$ cat config.mk
export PLATFORM = sky130hd
export DESIGN_NAME = branch_predict_resolve
export DESIGN_NICKNAME = d
export VERILOG_FILES = /design/src/rtl/branch_predict_resolve_pkg.sv /design/src/rtl/branch_predict_resolve_sat_counter.sv /design/src/rtl/branch_predict_resolve.sv
export SDC_FILE = /design/constraint.sdc
export NUM_CORES = 1
export LEC_CHECK = 0
export CORE_MARGIN = 8
export CORE_UTILIZATION = 35
export CTS_CLUSTER_DIAMETER = 120
export DETAILED_ROUTE_END_ITERATION = 16
export SLEW_MARGIN = 25
export SYNTH_ARGS = -nofsm -noshare
export SYNTH_HDL_FRONTEND = slang
export SYNTH_SLANG_ARGS = --single-unit
$ cat constraint.sdc
create_clock -name Clk -period 7.56 [get_ports Clk]
set_clock_uncertainty 0.1 [all_clocks]
set_input_delay 1.134 -clock Clk [delete_from_list [all_inputs] [get_ports Clk]]
set_output_delay 1.134 -clock Clk [all_outputs]
set_load 0.02 [all_outputs]
$ cat src/rtl/branch_predict_resolve_pkg.sv
// -----------------------------------------------------------------------------
// branch_predict_resolve_pkg
// Shared definitions for the branch unit:
//   - 3-bit branch condition op codes (also used by the control unit)
//   - br_cond(): resolves a MIPS branch condition from the ALU flags
// -----------------------------------------------------------------------------
package branch_predict_resolve_pkg;

    typedef logic [2:0] br_op_t;

    localparam br_op_t BR_BEQ    = 3'd0;  // taken when Zero
    localparam br_op_t BR_BNE    = 3'd1;  // taken when !Zero
    localparam br_op_t BR_BGTZ   = 3'd2;  // taken when !Zero & !Sign
    localparam br_op_t BR_BLEZ   = 3'd3;  // taken when Zero | Sign
    localparam br_op_t BR_REGIMM = 3'd4;  // rt[0]=1 BGEZ, rt[0]=0 BLTZ
    localparam br_op_t BR_ALWAYS = 3'd5;  // jumps
    localparam br_op_t BR_NEVER  = 3'd6;  // 6 and 7 never take

    // Condition decode; unused op codes resolve to not-taken.
    function automatic logic br_cond(input br_op_t op,
                                     input logic   zero,
                                     input logic   sign,
                                     input logic   rt);
        logic taken;
        taken = 1'b0;
        case (op)
            BR_BEQ:    taken = zero;
            BR_BNE:    taken = !zero;
            BR_BGTZ:   taken = !zero && !sign;
            BR_BLEZ:   taken = zero || sign;
            BR_REGIMM: taken = rt ? !sign : sign;
            BR_ALWAYS: taken = 1'b1;
            default:   taken = 1'b0;
        endcase
        return taken;
    endfunction

endpackage

$ cat src/rtl/branch_predict_resolve_sat_counter.sv
// -----------------------------------------------------------------------------
// branch_predict_resolve_sat_counter
// One W-bit saturating up/down counter (a single BHT entry).
// Ports:
//   Clk   in   rising-edge clock
//   Rst   in   synchronous active-high reset, loads init
//   init  in   W   reset value
//   en    in   count enable
//   up    in   1 = increment, 0 = decrement (when en)
//   q     out  W   current count
// -----------------------------------------------------------------------------
module branch_predict_resolve_sat_counter #(
    parameter int W = 2
) (
    input  logic         Clk,
    input  logic         Rst,
    input  logic [W-1:0] init,
    input  logic         en,
    input  logic         up,
    output logic [W-1:0] q
);

    localparam logic [W-1:0] ONE = W'(1);

    logic [W-1:0] q_reg;

    always_ff @(posedge Clk) begin
        if (Rst) begin
            q_reg <= init;
        end else if (en) begin
            if (up) begin
                if (q_reg != '1) q_reg <= q_reg + ONE;
            end else begin
                if (q_reg != '0) q_reg <= q_reg - ONE;
            end
        end
    end

    assign q = q_reg;

endmodule

$ cat src/rtl/branch_predict_resolve.sv
// -----------------------------------------------------------------------------
// branch_predict_resolve
// Branch unit: resolves MIPS branch conditions in EX, predicts in IF from a
// direct-mapped, tag-less table of saturating counters, flags mispredicts and
// keeps saturating branch / mispredict statistics.
// Ports:
//   Clk, Rst            clock, synchronous active-high reset
//   IF_PC               fetch PC; IF_PredTaken = MSB of its counter (comb)
//   EX_Branch           EX holds a branch/jump
//   EX_PC               PC of the EX instruction (selects counter to train)
//   EX_BranchLogicOp    condition select (see package op codes)
//   EX_Zero/SignBit/Rt  ALU flags and rt[0] for REGIMM
//   EX_PredTaken        prediction carried with the EX instruction
//   EX_Stall            EX frozen: no training, no statistics
//   EX_Taken            resolved outcome (comb, 0 when no branch)
//   EX_Mispredict       resolved outcome differs from prediction (comb)
//   BranchCount         resolved branches (registered, saturating)
//   MispredictCount     mispredicts (registered, saturating)
// -----------------------------------------------------------------------------
module branch_predict_resolve
    import branch_predict_resolve_pkg::*;
#(
    parameter int INDEX_BITS = 6,
    parameter int CTR_BITS   = 2,
    parameter int INIT_CTR   = 1,
    parameter int STAT_BITS  = 32
) (
    input  logic                 Clk,
    input  logic                 Rst,
    input  logic [31:0]          IF_PC,
    output logic                 IF_PredTaken,
    input  logic                 EX_Branch,
    input  logic [31:0]          EX_PC,
    input  logic [2:0]           EX_BranchLogicOp,
    input  logic                 EX_Zero,
    input  logic                 EX_SignBit,
    input  logic                 EX_Rt,
    input  logic                 EX_PredTaken,
    input  logic                 EX_Stall,
    output logic                 EX_Taken,
    output logic                 EX_Mispredict,
    output logic [STAT_BITS-1:0] BranchCount,
    output logic [STAT_BITS-1:0] MispredictCount
);

    localparam int                    DEPTH    = 1 << INDEX_BITS;
    localparam logic [CTR_BITS-1:0]   INIT_VAL = CTR_BITS'(INIT_CTR);
    localparam logic [STAT_BITS-1:0]  STAT_ONE = STAT_BITS'(1);

    // Word-aligned index; byte offset and high PC bits are deliberately
    // dropped, so aliasing PCs share an entry.
    logic [INDEX_BITS-1:0] if_idx;
    logic [INDEX_BITS-1:0] ex_idx;
    assign if_idx = IF_PC[INDEX_BITS+1:2];
    assign ex_idx = EX_PC[INDEX_BITS+1:2];

    logic unused_pc_bits;
    assign unused_pc_bits = ^{IF_PC[31:INDEX_BITS+2], IF_PC[1:0],
                              EX_PC[31:INDEX_BITS+2], EX_PC[1:0]};

    // Resolution
    logic upd;
    assign EX_Taken      = EX_Branch && br_cond(EX_BranchLogicOp, EX_Zero,
                                                EX_SignBit, EX_Rt);
    assign EX_Mispredict = EX_Branch && (EX_Taken != EX_PredTaken);
    assign upd           = EX_Branch && !EX_Stall;

    // Branch history table
    logic [CTR_BITS-1:0] ctr_q [DEPTH];

    generate
        for (genvar gi = 0; gi < DEPTH; gi++) begin : g_bht
            branch_predict_resolve_sat_counter #(
                .W(CTR_BITS)
            ) u_ctr (
                .Clk  (Clk),
                .Rst  (Rst),
                .init (INIT_VAL),
                .en   (upd && (ex_idx == INDEX_BITS'(gi))),
                .up   (EX_Taken),
                .q    (ctr_q[gi])
            );
        end
    endgenerate

    // Combinational read of the registered counters: a same-cycle write to
    // the same entry is only visible after the edge (read-before-write).
    logic [CTR_BITS-1:0] if_ctr;
    assign if_ctr       = ctr_q[if_idx];
    assign IF_PredTaken = if_ctr[CTR_BITS-1];

    // Statistics
    logic [STAT_BITS-1:0] branch_count_reg;
    logic [STAT_BITS-1:0] mispredict_count_reg;

    always_ff @(posedge Clk) begin
        if (Rst) begin
            branch_count_reg     <= '0;
            mispredict_count_reg <= '0;
        end else if (upd) begin
            if (branch_count_reg != '1)
                branch_count_reg <= branch_count_reg + STAT_ONE;
            if (EX_Mispredict && (mispredict_count_reg != '1))
                mispredict_count_reg <= mispredict_count_reg + STAT_ONE;
        end
    end

    assign BranchCount     = branch_count_reg;
    assign MispredictCount = mispredict_count_reg;

endmodule

==> flow_summary.yaml <==
run_status:
  status: "completed"
logic_synthesis:
  synth_nets: 1299
  synth_area_leaders: "dfxtp_1 39%, nor2_1 7.4%, o21ai_0 7.3%"
  ys_seq_elements: 192
  synth_xor_area_frac: 0.0340
  synth_simple_gate_area_frac: 0.226
  synth.largest_area_cell: "dfxtp_1"
  synth-edff-count: 0
  ys_types: 52
  yosys.area.top_type_share: 0.393
  async_flop_share: 0
  yosys.area_share.adder: 0.00256
  yosysWarningCount: 0
  avgSynthCellArea_sq_um: 8.01
  synthMuxAreaShare: 0.0470
  synth_compound_area_frac: 0.265
  synth_top_family_by_area: "compound AO/OA/AOI/OAI gates"
  synth_area_sq_um: 9790
  ys_seq_area_frac: 0.393
  synthCells: 1222
  synth_ff_type: "dfxtp_1"
detailed_routing:
  top_layer: "met4"
  drt-total-wl_mm: 25.8
  route.layer.met1.wl_mm: 12.3
  dr.pass1.iters: 5
  wl_met3_mm: 1.07
  wl_per_cell_um: 15.6
  met2_wirelength_mm: 12.2
  num_vias: 9161
  routed_via_density: 5.53
  ant_nets: 0
  drt-initial-drc-count: 742
  drc: 0
layout:
  drive_gt1_frac: 0.0617
  finalCoreUtilization: 0.417
  mostFrequentLayoutCells: "193 x nor2_1, 192 x dfxtp_1, 142 x o21ai_0"
  nets: 1344
  n_fill_cell: 2776
  final_common_cell: "nor2_1"
  finalInstanceArea_sq_um: 11500
  area_delta_synth_final_pct: 17.9
  diodes: 0
  largest_register_ffs: 128
place:
  dp_slack_ns: 2.03
  io_buffers: 89
  place_area_sq_um: 10900
  dp_hpwl_mm: 16.8
  gp_congestion: 0.814
grt:
  grt_pass1_wl_mm: 41.8
  grt_max_degree: 102
  grt_pass1_vias: 8124
  antenna_found_initial: 0
  grt_usage: 0.150
  grt_overflow_total: 0
timing:
  finalMaxSlewViolations: 0
  final-setup-viol-count: 0
  worst_hold_slack_ns: 0.387
  relSlewSlack: 0.321
  finalWorstSetupSlack_ns: 2.03
  tightest_slew_ns: 1.02
  fin_setup_tns_ns: 0
  fmax_mhz: 181
  rsz0062_at_grt: "false"
  hold_viol: 0
  final.period_utilization: 0.731
  fin_crit_ns: 5.53
hold_path:
  hp-start: "g_bht[16].u_ctr.q[0]"
  hold_path_end: "g_bht[16].u_ctr.q[0]"
  hold_depth: 1
  min_path_type: "reg2reg"
worst_setup_path:
  rr_worst_depth: 5
  slowest_stage: "clkdlybuf4s50_1"
  critPathMaxFanout: 12
  worst_ep_arrival_time_ns: 4.29
  cp-startpoint: "IF_PC[2]"
  required_ns: 6.33
  reg2reg_from: "MispredictCount[17]"
  slowest_delay_ns: 1.14
  crit_chain: "clkdlybuf4s50_1 -> buf_4 -> mux4_2 -> a22oi_1 -> nand2_1 -> a21oi_1 -> a21oi_1 -> clkdlybuf4s50_1"
  r2r-end: "MispredictCount[5]"
  r2r_slack_ns: 4.81
  end_kind: "output pin"
  path_class: "in2out"
  worstSetupStartpointType: "input pin"
floorplan:
  die_area_sq_um: 33600
  io_pins: 142
  initial_core_util: 0.353
  core-area_sq_um: 27700
  die_x_um: 183
  fp.dieH_um: 183
  rows: 61
power:
  vdd_drop_max_mv: 0.107
  p_leak_nw: 3.64
  power_density_nw_per_um2: 192
cts:
  clock_sinks: 192
  clk_pin_slew_ns: 0.07
  cts_tree: "yes"
  cts_buffers: 17
  root_buffer: "clkbuf_16"
  cts_resized: 0
  clock_path_buffers: 2
  post_cts_buffers: 0
  htree_levels: 4
  postCtsHoldBufs: 0
  clock_latency_ns: 0.44
job:
  maxCapViolCount: 0
critical path: cells and delay by family:
kind                   cells  cell delay, ns
and+or+nand+nor            1            0.08
buffers and inverters      3            2.01
muxes                      1            0.56
AOI/OAI and AO/OA          3            0.50
Yosys cell counts (all sizes together) (7+ instances only):
master,number
a21o,55
buf,15
o31ai,14
xnor2,13
o21a,11
a211o,55
dfxtp,192
inv,7
and3,13
nand4,22
nor4,9
or4,16
o21bai,9
mux2,8
nor2b,8
o21ai,143
nor2,193
a211oi,16
xor2,25
nand3,27
nand2,92
a21oi,87
clkbuf,55
nor3,68
nand2b,7
mux4,16
a22oi,8
metrics by stage:
step | cells | power [mW]
floorplan | 1222 | 1.26
global placement | 1626 | 1.32
detailed placement | 1626 | 1.33
CTS | 1658 | 2.24
global route | 1658 | 2.31
finish | 1658 | 2.22
layer usage:
layer	global-route usage	vias up
li1	-	4556
met1	0.200	4386
met2	0.249	200
met3	0.0267	19
met4	0.0368	0
met5	0	-
final cells by class:
cell class	instances	area, sq um	share of cell area
clock buffers	17	425	0.0368
inverters	7	28.8	0.00249
well taps	378	473	0.0410
multi-input cells	953	5660	0.490
clock inverters	15	164	0.0142
repair buffers	96	948	0.0822
flip-flops and latches	192	3840	0.333
report_power, final:
group / leakage, nW / internal [mW] / switching, mW / total (mW)
Clock: 0.288 / 0.447 / 0.462 / 0.909
Sequential: 1.55 / 1.05 / 0.0396 / 1.09
Combinational: 1.80 / 0.0829 / 0.138 / 0.221
kinds of logic after synthesis:
| family | after synthesis |
|---|---|
| buffers and inverters | 77 |
| AO/OA/AOI/OAI | 410 |
| flip-flops | 192 |
| adder cells (fa/ha/maj) | 2 |
| multiplexers | 25 |
| XOR/XNOR | 38 |
| AND/OR/NAND/NOR | 478 |
worst max path at each step:
stage	end	depth (start not counted)
2_1_floorplan	IF_PredTaken	7
3_3_place_gp	IF_PredTaken	8
3_5_place_dp	IF_PredTaken	8
4_1_cts	IF_PredTaken	8
5_1_grt	IF_PredTaken	8
6_report	IF_PredTaken	8
No activity file was read; power rests on OpenSTA's default activity.
